<file path="src/rtl/seg7_pkg.sv">
`default_nettype none
// ============================================================================
// Module      : seg7_pkg
// Description : Shared glyph table, blank code and digit-index type for the
//               seg7 scan driver.
// Revision    : 1.0 - initial release
// ============================================================================
package seg7_pkg;

    localparam int MAX_DIGITS = 8;

    typedef logic [$clog2(MAX_DIGITS)-1:0] digit_idx_t;

    // Active-high segment patterns {g,f,e,d,c,b,a} for hex 0..F
    localparam logic [6:0] GLYPH_TABLE [16] = '{
        7'h3F, 7'h06, 7'h5B, 7'h4F, 7'h66, 7'h6D, 7'h7D, 7'h07,
        7'h7F, 7'h6F, 7'h77, 7'h7C, 7'h39, 7'h5E, 7'h79, 7'h71
    };

    localparam logic [6:0] SEG_BLANK = 7'h00;

endpackage : seg7_pkg
`default_nettype wire

</file>
<file path="src/rtl/seg7_hex_lut.sv">
`default_nettype none
// ============================================================================
// Module      : seg7_hex_lut
// Description : Combinational nibble to active-high 7-segment glyph lookup.
// Revision    : 1.0 - initial release
// ============================================================================
module seg7_hex_lut
    import seg7_pkg::*;
(
    input  logic [3:0] i_nibble,
    output logic [6:0] o_glyph
);

    assign o_glyph = GLYPH_TABLE[i_nibble];

endmodule : seg7_hex_lut
`default_nettype wire

</file>
<file path="src/rtl/seg7_scan_driver.sv">
`default_nettype none
// ============================================================================
// Module      : seg7_scan_driver
// Description : Multiplexed N-digit hex driver for common-anode 7-segment
//               displays with tear-free value commit at frame boundaries.
//               Optional macro SEG7_LEADING_ZERO_BLANK_EN blanks leading zeros.
// Revision    : 1.0 - initial release
// ============================================================================
module seg7_scan_driver
    import seg7_pkg::*;
#(
    parameter int NUM_DIGITS = 4,
    parameter int CLK_DIV    = 50000
)(
    input  logic                    clk,
    input  logic                    rst,
    input  logic [4*NUM_DIGITS-1:0] Value,
    input  logic                    Load,
    input  logic [NUM_DIGITS-1:0]   DigitEn,
    output logic [6:0]              Seg,
    output logic [NUM_DIGITS-1:0]   An,
    output logic                    Pending,
    output logic                    FrameDone
);

    localparam int               PW         = (CLK_DIV > 1) ? $clog2(CLK_DIV) : 1;
    localparam logic [PW-1:0]    LAST_PRESC = PW'(CLK_DIV - 1);
    localparam digit_idx_t       LAST_IDX   = digit_idx_t'(NUM_DIGITS - 1);

    logic [PW-1:0]           r_presc;
    digit_idx_t              r_idx;
    logic [4*NUM_DIGITS-1:0] r_disp;
    logic [4*NUM_DIGITS-1:0] r_pend;
    logic                    r_pending;
    logic                    r_frame_done;
    logic [6:0]              r_seg;
    logic [NUM_DIGITS-1:0]   r_an;

    logic                    w_term;
    logic                    w_wrap;
    logic [3:0]              w_nib;
    logic                    w_en;
    logic                    w_lz_blank;
    logic [NUM_DIGITS-1:0]   w_an;
    logic [6:0]              w_glyph;
    logic [6:0]              w_seg;

    assign w_term = (r_presc == LAST_PRESC);
    assign w_wrap = w_term && (r_idx == LAST_IDX);

    // Select the nibble, live enable and anode for the digit currently indexed
    always_comb begin
        w_nib = 4'h0;
        w_en  = 1'b0;
        w_an  = '1;
        for (int i = 0; i < NUM_DIGITS; i++) begin
            if (r_idx == digit_idx_t'(i)) begin
                w_nib   = r_disp[4*i +: 4];
                w_en    = DigitEn[i];
                w_an[i] = 1'b0;
            end
        end
    end

`ifdef SEG7_LEADING_ZERO_BLANK_EN
    logic w_all_zero;

    // Walk down from the top nibble; blank while everything at or above is zero
    always_comb begin
        w_lz_blank = 1'b0;
        w_all_zero = 1'b1;
        for (int i = NUM_DIGITS - 1; i > 0; i--) begin
            w_all_zero = w_all_zero && (r_disp[4*i +: 4] == 4'h0);
            if ((r_idx == digit_idx_t'(i)) && w_all_zero) begin
                w_lz_blank = 1'b1;
            end
        end
    end
`else
    assign w_lz_blank = 1'b0;
`endif

    seg7_hex_lut u_lut (
        .i_nibble (w_nib),
        .o_glyph  (w_glyph)
    );

    assign w_seg = (!w_en || w_lz_blank) ? ~SEG_BLANK : ~w_glyph;

    always_ff @(posedge clk or posedge rst) begin
        if (rst) begin
            r_presc      <= '0;
            r_idx        <= '0;
            r_disp       <= '0;
            r_pend       <= '0;
            r_pending    <= 1'b0;
            r_frame_done <= 1'b0;
            r_seg        <= ~SEG_BLANK;
            r_an         <= '1;
        end else begin
            r_seg        <= w_seg;
            r_an         <= w_an;
            r_frame_done <= w_wrap;

            if (w_term) begin
                r_presc <= '0;
                r_idx   <= w_wrap ? '0 : r_idx + digit_idx_t'(1);
            end else begin
                r_presc <= r_presc + PW'(1);
            end

            if (Load) begin
                r_pend <= Value;
            end

            // A load coinciding with the boundary bypasses the pending stage
            if (w_wrap && Load) begin
                r_disp    <= Value;
                r_pending <= 1'b0;
            end else if (w_wrap && r_pending) begin
                r_disp    <= r_pend;
                r_pending <= 1'b0;
            end else if (Load) begin
                r_pending <= 1'b1;
            end
        end
    end

    assign Seg       = r_seg;
    assign An        = r_an;
    assign Pending   = r_pending;
    assign FrameDone = r_frame_done;

endmodule : seg7_scan_driver
`default_nettype wire

</file>
<file path="config.mk">
export PLATFORM = sky130hd
export DESIGN_NAME = seg7_scan_driver
export DESIGN_NICKNAME = d
export VERILOG_FILES = /design/src/rtl/seg7_pkg.sv /design/src/rtl/seg7_hex_lut.sv /design/src/rtl/seg7_scan_driver.sv
export SDC_FILE = /design/constraint.sdc
export NUM_CORES = 1
export LEC_CHECK = 0
export ABC_AREA = 1
export CAP_MARGIN = 20
export CORE_MARGIN = 3
export CORE_UTILIZATION = 25
export CTS_CLUSTER_SIZE = 24
export DETAILED_ROUTE_END_ITERATION = 6
export PLACE_DENSITY_LB_ADDON = 0.2
export SLEW_MARGIN = 20
export SYNTH_ARGS = -nofsm -noshare
export SYNTH_HDL_FRONTEND = slang
export SYNTH_HIERARCHICAL = 1
export SYNTH_SLANG_ARGS = --single-unit
</file>
<file path="constraint.sdc">
create_clock -name clk -period 3.15 [get_ports clk]
set_clock_uncertainty 0.15 [all_clocks]
set_input_delay 0.63 -clock clk [delete_from_list [all_inputs] [get_ports clk]]
set_output_delay 0.63 -clock clk [all_outputs]
set_load 0.05 [all_outputs]
</file>
==> implementation parameters <==
Parameter                              Value

Status
  Status    complete, no violations

CTS
  Number of gates resized after cts    0
  Clock tree from TritonCTS    yes
  Largest buffer count on any clock path    2
  Cts-stage hold buffer count    0
  CTS Root Buffer Type    sky130_fd_sc_hd__clkbuf_16
  Source-to-sink clock delay at the later pin of the worst-skew pair    330 ps
  Number of H-tree levels    3
  Clock slew seen by the registers of the worst setup and hold paths    50 ps
  Post-CTS setup-driven buffer insertion count    0
  TritonCTS buffer count    9
  Number of sinks on the clock net    64

Power
  Worst-case vdd ir drop    0.178 mV
  Total Power Consumption    1.95 mW
  Cell leakage power    2.10 nW
  Power Dens Cells    474 nW/um2

Synth
  Number of enable-type register cells in the synthesized netlist    0
  YS warnings    6
  Most used DFF post-synth    sky130_fd_sc_hd__dfrtp_1
  Top post-synthesis cells by count    sky130_fd_sc_hd__nand2_1 (135), sky130_fd_sc_hd__inv_1 (62), sky130_fd_sc_hd__dfrtp_1 (53)
  FF+latch count, synth    64
  Number of distinct library cells after synthesis    32
  Sequential area share after synthesis    49.3%
  Cell type with the largest total area after synthesis    sky130_fd_sc_hd__dfrtp_1
  Cells after synthesis    407
  Combined area of all synthesized cells    3280 um2
  Net count after synthesis    442
  Synthesized area divided by synthesized cell count    8.05 um2
  Synth top area cells    sky130_fd_sc_hd__dfrtp_1 (40%), sky130_fd_sc_hd__nand2_1 (15%), sky130_fd_sc_hd__dfstp_2 (8.8%), sky130_fd_sc_hd__inv_1 (7.1%), sky130_fd_sc_hd__ha_1 (4.6%)
  Asr flop ratio synth    100%
  Most instantiated library cell after synthesis    sky130_fd_sc_hd__nand2_1
  Post-synth top area share    40.5%

Timing
  Setup TNS    0 ps
  RSZ-0062 raised after global routing    false
  Fin crit share    82.9%
  Slew at the pin with the worst max-slew slack    643 ps
  FMAX    383 MHz
  Number of hold violations in the final report    0
  Remaining max-slew budget at the tightest pin    57.1%
  Minimum clock period    2610 ps
  Number of pins with negative max-slew slack in the final report    0
  Number of setup violations in the final report    0

Placement
  Half-perimeter wire length after detailed placement    5370 um
  Port-buffer cells    35
  RePlAce Congestion    0.823

Global route
  First-pass GRT wire length    12600 um
  Vias in the first global route    2560
  Total routing resource utilization after global routing    11.0%
  Grt ovf    0
  Maximum number of pins on one net before global-route repair    31
  Initial antenna violation count    0

Worst setup path
  Category of the most critical setup path    reg2reg
  Arr. time, crit path    2710 ps
  Flop-to-flop setup slack    540 ps
  Crit Path Max Fanout    9
  Sort of element at the start of the critical path    flip-flop
  Capturing point of the worst reg2reg path    Seg[3]$_DFF_PP1_
  Startpoint of the most critical setup path    r_idx[0]$_DFFE_PP0N_
  Worst endpoint required time    3250 ps
  Crit end category    flip-flop
  Depth of the most critical reg-to-reg path    13
  R2R Path Start    r_idx[0]$_DFFE_PP0N_

Detailed routing
  First drt pass iteration count    4
  Detail-routed via count per cell    4.02
  Residual antenna-violating net count after detailed routing    0
  Number of remaining DRC errors    0
  Iteration-0 DRC Markers    155
  Wirelength per Cell    11.5 um
  Wirelength, routed    7220 um
  Total via count in the routed design    2510

Worst hold path
  Worst min-delay path endpoint    r_presc[0]$_DFF_PP0_
  Worst Hold Depth    1
  Hold crit path type    reg2reg
  Startpoint of the lowest-slack hold path    r_presc[0]$_DFF_PP0_

Final layout
  Layout cell share with drive strength beyond 1    12.4%
  Filler cells    1402
  Final layout net count    483
  Antenna diode instance count    0
  Post-layout utilization of the core    32.4%
  Layout Area Growth over Synthesis    25.7%

Die
  Die width    120 um
  Boundary pin count    36
  Rows    41
  Area enclosed by the die boundary    14500 um2
  Effective utilization at floorplan    25.7%
  Area of the core    12700 um2
  Die height    120 um

Job
  Max Cap Viol    0
-- through the flow --
step	cell area, um2	hold slack, ps	cells	setup slack, ps
after detailed placement	3820	308	609	543
after floorplan	3280	283	407	790
after global routing	4120	328	625	229
after global placement	3820	306	609	571
final	4120	309	625	540
after CTS	4120	317	625	565
-- worst max-delay path, cell delays in order (launching register included) --
cell and delay [ps]:
sky130_fd_sc_hd__dfrtp_1 400, sky130_fd_sc_hd__inv_1 130, sky130_fd_sc_hd__ha_1 170, sky130_fd_sc_hd__nand2_1 200
sky130_fd_sc_hd__inv_1 170, sky130_fd_sc_hd__nand2_1 60, sky130_fd_sc_hd__a31oi_1 390, sky130_fd_sc_hd__inv_1 180
sky130_fd_sc_hd__ha_1 330, sky130_fd_sc_hd__nand2_1 60, sky130_fd_sc_hd__o21ai_0 100, sky130_fd_sc_hd__nand2_1 70
sky130_fd_sc_hd__nand2_1 60, sky130_fd_sc_hd__nand2_1 50
-- worst max-delay path by stage --
| stage | end | cells past startpoint | slack (ps) |
|---|---|---|---|
| 6_report | Seg[3]$_DFF_PP1_ | 13 | 540 |
| 3_5_place_dp | r_disp[1]$_DFFE_PP0P_ | 5 | 540 |
| 2_1_floorplan | FrameDone$_DFF_PP0_ | 1 | 790 |
| 4_1_cts | Seg[3]$_DFF_PP1_ | 13 | 570 |
| 3_3_place_gp | r_disp[5]$_DFFE_PP0P_ | 5 | 570 |
| 5_1_grt | Seg[3]$_DFF_PP1_ | 13 | 230 |
-- metal layers --
metal	vias up	share of wire (%)	global-route usage, %
li1	1326	-	-
met1	1140	51	14.9
met2	36	44	16.7
met3	8	4.0	3.04
met4	0	1.5	4.46
met5	-	0	0
-- cells in the final DEF, fill, tap and decap left out, drive strengths merged --
cell           synthesis  final
clkbuf                 2     10
o21bai                 1      1
o211ai                 1      1
buf                    7      4
nor3                   7      7
clkinv                 1      6
a21oi                 12     12
o2bb2ai                1      1
ha                    12     12
dfrtp                 53     53
nand3                 16     16
a31oi                  3      3
nor2                  43     43
nand4                  4      4
o22ai                  2      2
xor2                   8      8
clkdlybuf4s50          0     35
bufinv                 0      1
or2                    1      1
dfstp                 11     11
and3                   1      1
o21ai                 17     17
nand2                138    138
inv                   66     66
-- cells by family (layout without fill, tap and decap cells) --
kind of cell	count (synthesis)	count (layout)	share of synthesized area, %
flip-flops	64	64	49.3
adder cells (fa/ha/maj)	12	12	4.58
AND/OR/NAND/NOR	210	210	28.2
AO/OA/AOI/OAI	37	37	6.11
XOR/XNOR	8	8	2.14
buffers and inverters	76	122	9.66
-- power breakdown --
group	switching (mW)	internal (mW)	leakage, nW
clock network	0.360	0.629	0.152
registers	0.00547	0.847	0.757
logic	0.0637	0.0458	1.19
total	0.430	1.52	2.10
-- registers in the layout, indices dropped and copies added, names as in the netlist --
signal / count
r_presc: 16
r_pend: 16
FrameDone: 1
An: 4
Pending: 1
r_disp: 16
r_idx: 3
Seg: 7
-- area by class of cell --
type                       instances  area (um2)  share of cell area, %
sequential                        64        1620                   39.2
timing repair buffer              39         393                   9.54
clock buffer                      10         239                   5.80
tap                              172         215                   5.23
inverter                          67         253                   6.14
clock inverter                     6        58.8                   1.43
multi-input combinational        267        1340                   32.6
Note: power is estimated with default switching activity, not from simulation.
